$ cat src/rtl/seg7_pkg.sv
// Shared definitions for the two-digit 7-segment scan driver.
// Latency: n/a (constants and types only).
// Backpressure: n/a.
//
// Contents: hex-to-segment table (active-high, bit 0 = a .. bit 6 = g),
// the all-segments-off code for the active-low bus, and the digit-select enum.
package seg7_pkg;

    // All segments dark on the active-low segment bus.
    localparam logic [6:0] SEG_OFF = 7'h7F;

    // Active-high g..a patterns, indexed by nibble value.
    // Packed concatenation lists index 15 first.
    localparam logic [15:0][6:0] HEX_SEG = {
        7'h71,  // F
        7'h79,  // E
        7'h5E,  // d
        7'h39,  // C
        7'h7C,  // b
        7'h77,  // A
        7'h6F,  // 9
        7'h7F,  // 8
        7'h07,  // 7
        7'h7D,  // 6
        7'h6D,  // 5
        7'h66,  // 4
        7'h4F,  // 3
        7'h5B,  // 2
        7'h06,  // 1
        7'h3F   // 0
    };

    typedef enum logic {
        DIG_LO = 1'b0,
        DIG_HI = 1'b1
    } digit_sel_e;

endpackage

$ cat src/rtl/seg7_decoder.sv
// Purpose: 4-bit nibble to 7-segment active-low glyph lookup.
// Latency: combinational, zero cycles.
// Backpressure: none; output follows input.
//
// Ports:
//   nib_i    [3:0]  nibble to display (0..F)
//   seg_n_o  [6:0]  segments g..a, active-low
module seg7_decoder
    import seg7_pkg::*;
(
    input  logic [3:0] nib_i,
    output logic [6:0] seg_n_o
);

    assign seg_n_o = ~HEX_SEG[nib_i];

endmodule

$ cat src/rtl/seg7_scan_driver.sv
// Purpose: two-digit multiplexed hex display driver with blanking and sticky overflow LED.
// Latency: one cycle from prescaler/select/snapshot state to the registered pins.
// Backpressure: none; free-running scan, inputs sampled every clock.
//
// Ports:
//   clk               system clock, rising edge
//   Reset             asynchronous active-high reset
//   Latch             snapshot strobe (tie high to track the counter continuously)
//   Din_Low  [3:0]    low nibble from the counter
//   Din_High [3:0]    high nibble from the counter
//   Carry    [1:0]    counter carries; only bit 1 feeds the overflow LED
//   Ovf_Clr           synchronous overflow clear (an incoming carry wins)
//   Seg_N    [6:0]    segments g..a, active-low, registered
//   Digit_N  [1:0]    digit enables, active-low, bit 0 = low nibble, registered
//   Ovf_LED           sticky overflow indicator, registered
//
// Build option: define SEG7_LEADING_ZERO_BLANK_EN to keep the high digit dark
// while its snapshot is zero (slot timing is unchanged).
module seg7_scan_driver
    import seg7_pkg::*;
#(
    parameter int PRESCALE = 50000,  // cycles per digit slot, >= 2
    parameter int BLANK    = 500     // dark cycles at slot start, 0 <= BLANK < PRESCALE
)(
    input  logic       clk,
    input  logic       Reset,
    input  logic       Latch,
    input  logic [3:0] Din_Low,
    input  logic [3:0] Din_High,
    input  logic [1:0] Carry,
    input  logic       Ovf_Clr,
    output logic [6:0] Seg_N,
    output logic [1:0] Digit_N,
    output logic       Ovf_LED
);

    localparam int              CNT_W   = (PRESCALE > 1) ? $clog2(PRESCALE) : 1;
    localparam logic [CNT_W-1:0] CNT_MAX = CNT_W'(PRESCALE - 1);

    logic [CNT_W-1:0] cnt_q, cnt_d;
    digit_sel_e       sel_q, sel_d;
    logic [3:0]       snap_lo_q, snap_lo_d;
    logic [3:0]       snap_hi_q, snap_hi_d;
    logic             ovf_q, ovf_d;
    logic [6:0]       seg_n_q, seg_n_d;
    logic [1:0]       digit_n_q, digit_n_d;

    logic             wrap;
    logic             in_blank;
    logic             show_en;
    logic [3:0]       nib_sel;
    logic [6:0]       seg_dec_n;

    // Only the upper counter's carry is meaningful for overflow.
    logic             carry0_unused;
    assign carry0_unused = Carry[0];

    // With no blanking the comparison would be constant, so drop it entirely.
    generate
        if (BLANK == 0) begin : g_no_blank
            assign in_blank = 1'b0;
        end else begin : g_blank
            localparam logic [CNT_W-1:0] BLANK_C = CNT_W'(BLANK);
            assign in_blank = (cnt_q < BLANK_C);
        end
    endgenerate

    assign wrap    = (cnt_q == CNT_MAX);
    assign nib_sel = (sel_q == DIG_HI) ? snap_hi_q : snap_lo_q;

    seg7_decoder u_dec (
        .nib_i   (nib_sel),
        .seg_n_o (seg_dec_n)
    );

`ifdef SEG7_LEADING_ZERO_BLANK_EN
    // A zero high digit stays dark for its whole SHOW phase.
    assign show_en = !in_blank && !((sel_q == DIG_HI) && (snap_hi_q == 4'h0));
`else
    assign show_en = !in_blank;
`endif

    always_comb begin
        cnt_d     = wrap ? '0 : cnt_q + 1'b1;
        sel_d     = sel_q;
        if (wrap) begin
            sel_d = (sel_q == DIG_LO) ? DIG_HI : DIG_LO;
        end

        // Both nibbles move on the same edge so a mid-slot latch never tears.
        snap_lo_d = Latch ? Din_Low  : snap_lo_q;
        snap_hi_d = Latch ? Din_High : snap_hi_q;

        // Carry has priority over clear so no overflow event is ever lost.
        ovf_d     = Carry[1] ? 1'b1 : (Ovf_Clr ? 1'b0 : ovf_q);

        // Digit enable derives from a single select bit, so at most one is low.
        digit_n_d = 2'b11;
        seg_n_d   = SEG_OFF;
        if (show_en) begin
            digit_n_d = (sel_q == DIG_HI) ? 2'b01 : 2'b10;
            seg_n_d   = seg_dec_n;
        end
    end

    always_ff @(posedge clk or posedge Reset) begin
        if (Reset) begin
            cnt_q     <= '0;
            sel_q     <= DIG_LO;
            snap_lo_q <= 4'h0;
            snap_hi_q <= 4'h0;
            ovf_q     <= 1'b0;
            seg_n_q   <= SEG_OFF;
            digit_n_q <= 2'b11;
        end else begin
            cnt_q     <= cnt_d;
            sel_q     <= sel_d;
            snap_lo_q <= snap_lo_d;
            snap_hi_q <= snap_hi_d;
            ovf_q     <= ovf_d;
            seg_n_q   <= seg_n_d;
            digit_n_q <= digit_n_d;
        end
    end

    assign Seg_N   = seg_n_q;
    assign Digit_N = digit_n_q;
    assign Ovf_LED = ovf_q;

endmodule

$ cat config.mk
export PLATFORM = sky130hd
export DESIGN_NAME = seg7_scan_driver
export DESIGN_NICKNAME = d
export VERILOG_FILES = /design/src/rtl/seg7_pkg.sv /design/src/rtl/seg7_decoder.sv /design/src/rtl/seg7_scan_driver.sv
export SDC_FILE = /design/constraint.sdc
export NUM_CORES = 1
export LEC_CHECK = 0
export CAP_MARGIN = 20
export CORE_MARGIN = 10
export CORE_UTILIZATION = 51
export DETAILED_ROUTE_END_ITERATION = 10
export GPL_TIMING_DRIVEN = 0
export PLACE_DENSITY = 0.75
export SLEW_MARGIN = 20
export SYNTH_ARGS = -nofsm -noshare
export SYNTH_HDL_FRONTEND = slang
export SYNTH_SLANG_ARGS = --single-unit
$ cat constraint.sdc
create_clock -name clk -period 3.4 [get_ports clk]
set_input_delay 0.68 -clock clk [delete_from_list [all_inputs] [get_ports clk]]
set_output_delay 0.68 -clock clk [all_outputs]
set_load 0.05 [all_outputs]
==> metrics <==
status completed; max incr delay on CP 0.80 ns; Area after DPL 1950 um^2; Slew Viols, Final 0; startpoint types flop; Clk network pwr share 0.376; final setup vio count 0; Max clock buf depth 2; Post-synth EDFFs 0; # Post-CTS Setup Buffers 0; Die Y 77.4 um; fin area 2030 um^2; Filler Cells Inserted 259; Worst Skew 0.0160 ns; worst-path fanout max 1; post-layout util 0.655; clock sinks 35; GPL Wtd Cong 0.908; Storage cell area 887 um^2; post-synth top area cell dfrtp_1; initial antenna violation count 0; P_sw 0.189 mW; hpwl dp 2340 um; CP top delay family buffers and inverters; top cells by area, synth dfrtp_1 (39%), dfstp_2 (14%), mux2_2 (6.7%); slew of the pin with the lowest slew margin 1.08 ns; final worst slack 1.04 ns; Crit-path slowest cell clkdlybuf4s50_1; Vias 1163; static power due to leakage 0.864 nW; RSZ-0062 raised after global routing false; Synth Cell Area 1680 um^2; mux share of post-synthesis cell area 0.0967; WL per Instance 14.5 um; post-synthesis compound-gate area fraction 0.0632; drc violations 0; CTS buffer count 5; layout net count 195; die width 77.4 um; Rel. slew slack 0.277; Post-Route WL 3170 um; std cell rows 20; flops & latches, synth 35; DRT iter0 DRCs 82; Crit. End Element output port; CTS resizes 0; drt first pass iters 4; # IOs 24; Clock Tree Root clkbuf_4; Synth Area in XOR/XNOR 0.0781; Seq/Total Area, Yosys 0.528; vias in the first global route 1277; largest net degree at the start of global routing 36; cell with the most instances after synthesis dfrtp_1; Clock Latency Late Sink 0.34 ns; dpl ws 1.24 ns; Port Buffers 21; total grt overflow 0; synth warn 0; sequential fraction of design power 0.521; post-synthesis adder-cell area fraction 0.0521; share of cells above drive strength 1 0.200; post-synth cell types 31; Internal 0.640 mW; simple-gate area share of the yosys netlist 0.158; Max IR drop VDD 0.275 mV; sw frac 0.228; synth cell count leaders dfrtp_1 (26), nor2_1 (15), mux2_2 (10); asr flop ratio synth 1.00; worst path bufs/invs 1; clk slew on worst S/H paths 0.11 ns; Post-synth top flop dfrtp_1; final worst path period share 0.693; Final ANT Viol Nets 0; Syn Inst Count 146; Hold-fix buffers, CTS 0; area of the multi-input gates 754 um^2; DIE AREA 5990 um^2; Mapped Avg Cell Area 11.5 um^2; Vias per Instance 5.31; area share of the largest cell type after synthesis 0.387; Power Density 408 nW/um^2; CP arrival 1.68 ns; Syn Nets 167; final hold violation count 0; Worst Path Required 2.72 ns; share of power burned in combinational logic 0.103; CP cell instances clkdlybuf4s50_1; Tot GR Track Use 0.115; hold_ws 0.489 ns; type of the worst setup path flop to output port; Max Clk Rate 424 MHz; # diodes 0; Initial Util 0.542; Setup TNS 0 ns; Max Cap Viol 0; synthesis-to-layout area growth 20.9%; depth of the CTS H-tree 2; Worst Hold Class flop to flop; largest family of logic cells by synthesized area simple AND/OR/NAND/NOR gates; global-route wire length before repair 5730 um; CTS tree done; core box area 3100 um^2; Final Critical Period 2.36 ns
## cell usage in the layout, fill, tap and decap left out
| cell | n |
|---|---|
| dfrtp_1 | 26 |
| clkdlybuf4s50_1 | 21 |
| nor2_1 | 15 |
| mux2_2 | 10 |
| dfstp_2 | 9 |
| nand2_1 | 9 |
| xnor2_1 | 8 |
| nand3_1 | 7 |
| xor2_1 | 7 |
| ha_1 | 7 |
| inv_1 | 6 |
| mux2i_1 | 5 |
| nor4_1 | 5 |
| clkbuf_4 | 5 |
| o221ai_1 | 4 |
| nand4_1 | 4 |
| nor3_1 | 3 |
| buf_2 | 2 |
| a21oi_1 | 2 |
| o211ai_1 | 2 |
| o311ai_0 | 2 |
| nor2b_1 | 1 |
| nand3_2 | 1 |
| or4_4 | 1 |
| o31ai_1 | 1 |
| or3_1 | 1 |
| nor4_4 | 1 |
| a31o_2 | 1 |
| o21ai_0 | 1 |
| and2b_2 | 1 |
| nand2b_1 | 1 |
| inv_2 | 1 |
| clkbuf_1 | 1 |
| a21o_1 | 1 |
| bufinv_16 | 1 |
| clkinv_2 | 1 |
| clkbuf_8 | 1 |
## final timing paths
path	start	endpoint	slack, ns	cells after the start
max	Digit_N[1]	Digit_N[1]	1.04	1
min	cnt_q[0]	cnt_q[0]	0.49	1
max reg2reg	sel_q	Seg_N[0]	1.20	7
min reg2reg	cnt_q[0]	cnt_q[0]	0.49	1
max in group asynchronous	Reset	snap_hi_q[1]	2.18	2
min in group asynchronous	Reset	cnt_q[10]	0.76	2
## flip-flops by register name, summed over array words and instances, names as in the netlist
| name | flops |
|---|---|
| snap_hi_q | 4 |
| Digit_N | 2 |
| snap_lo_q | 4 |
| Seg_N | 7 |
| cnt_q | 16 |
| Ovf_LED | 1 |
| sel_q | 1 |
## metrics by stage
step | power [mW] | cells
after global routing | 0.874 | 219
after global placement | 0.521 | 211
final | 0.829 | 219
after floorplan | 0.498 | 146
after CTS | 0.837 | 219
after detailed placement | 0.526 | 211
## power groups by stage
stage	registers, mW	clock network, mW	logic (mW)
floorplan	0.441	0	0.0562
global placement	0.439	0	0.0812
CTS	0.432	0.318	0.0864
global route	0.434	0.343	0.0963
detailed placement	0.440	0	0.0861
finish	0.432	0.311	0.0856
## layer usage
| metal | share of wire | wire length, um | track usage |
|---|---|---|---|
| met1 | 0.46 | 1470 | 0.136 |
| met2 | 0.46 | 1460 | 0.181 |
| met3 | 0.059 | 186 | 0.0461 |
| met4 | 0.014 | 45 | 0.0456 |
| met5 | 0 | 0 | 0 |
## area by class of cell
cell class                 instances  area share
buffer                             3     0.00677
clock inverter                     2      0.0172
timing repair buffer              21       0.103
sequential                        35       0.436
clock buffer                       6      0.0252
multi-input combinational        101       0.371
inverter                           7      0.0129
tap                               44      0.0271
## kinds of logic after synthesis
kind of cell / count (synthesis)
and+or+nand+nor: 50
DFF: 35
xor gates and xnor gates: 15
muxes: 15
AOI/OAI and AO/OA: 14
buffers and inverters: 10
adders and majority gates: 7
(Power assumes the default switching activity.)
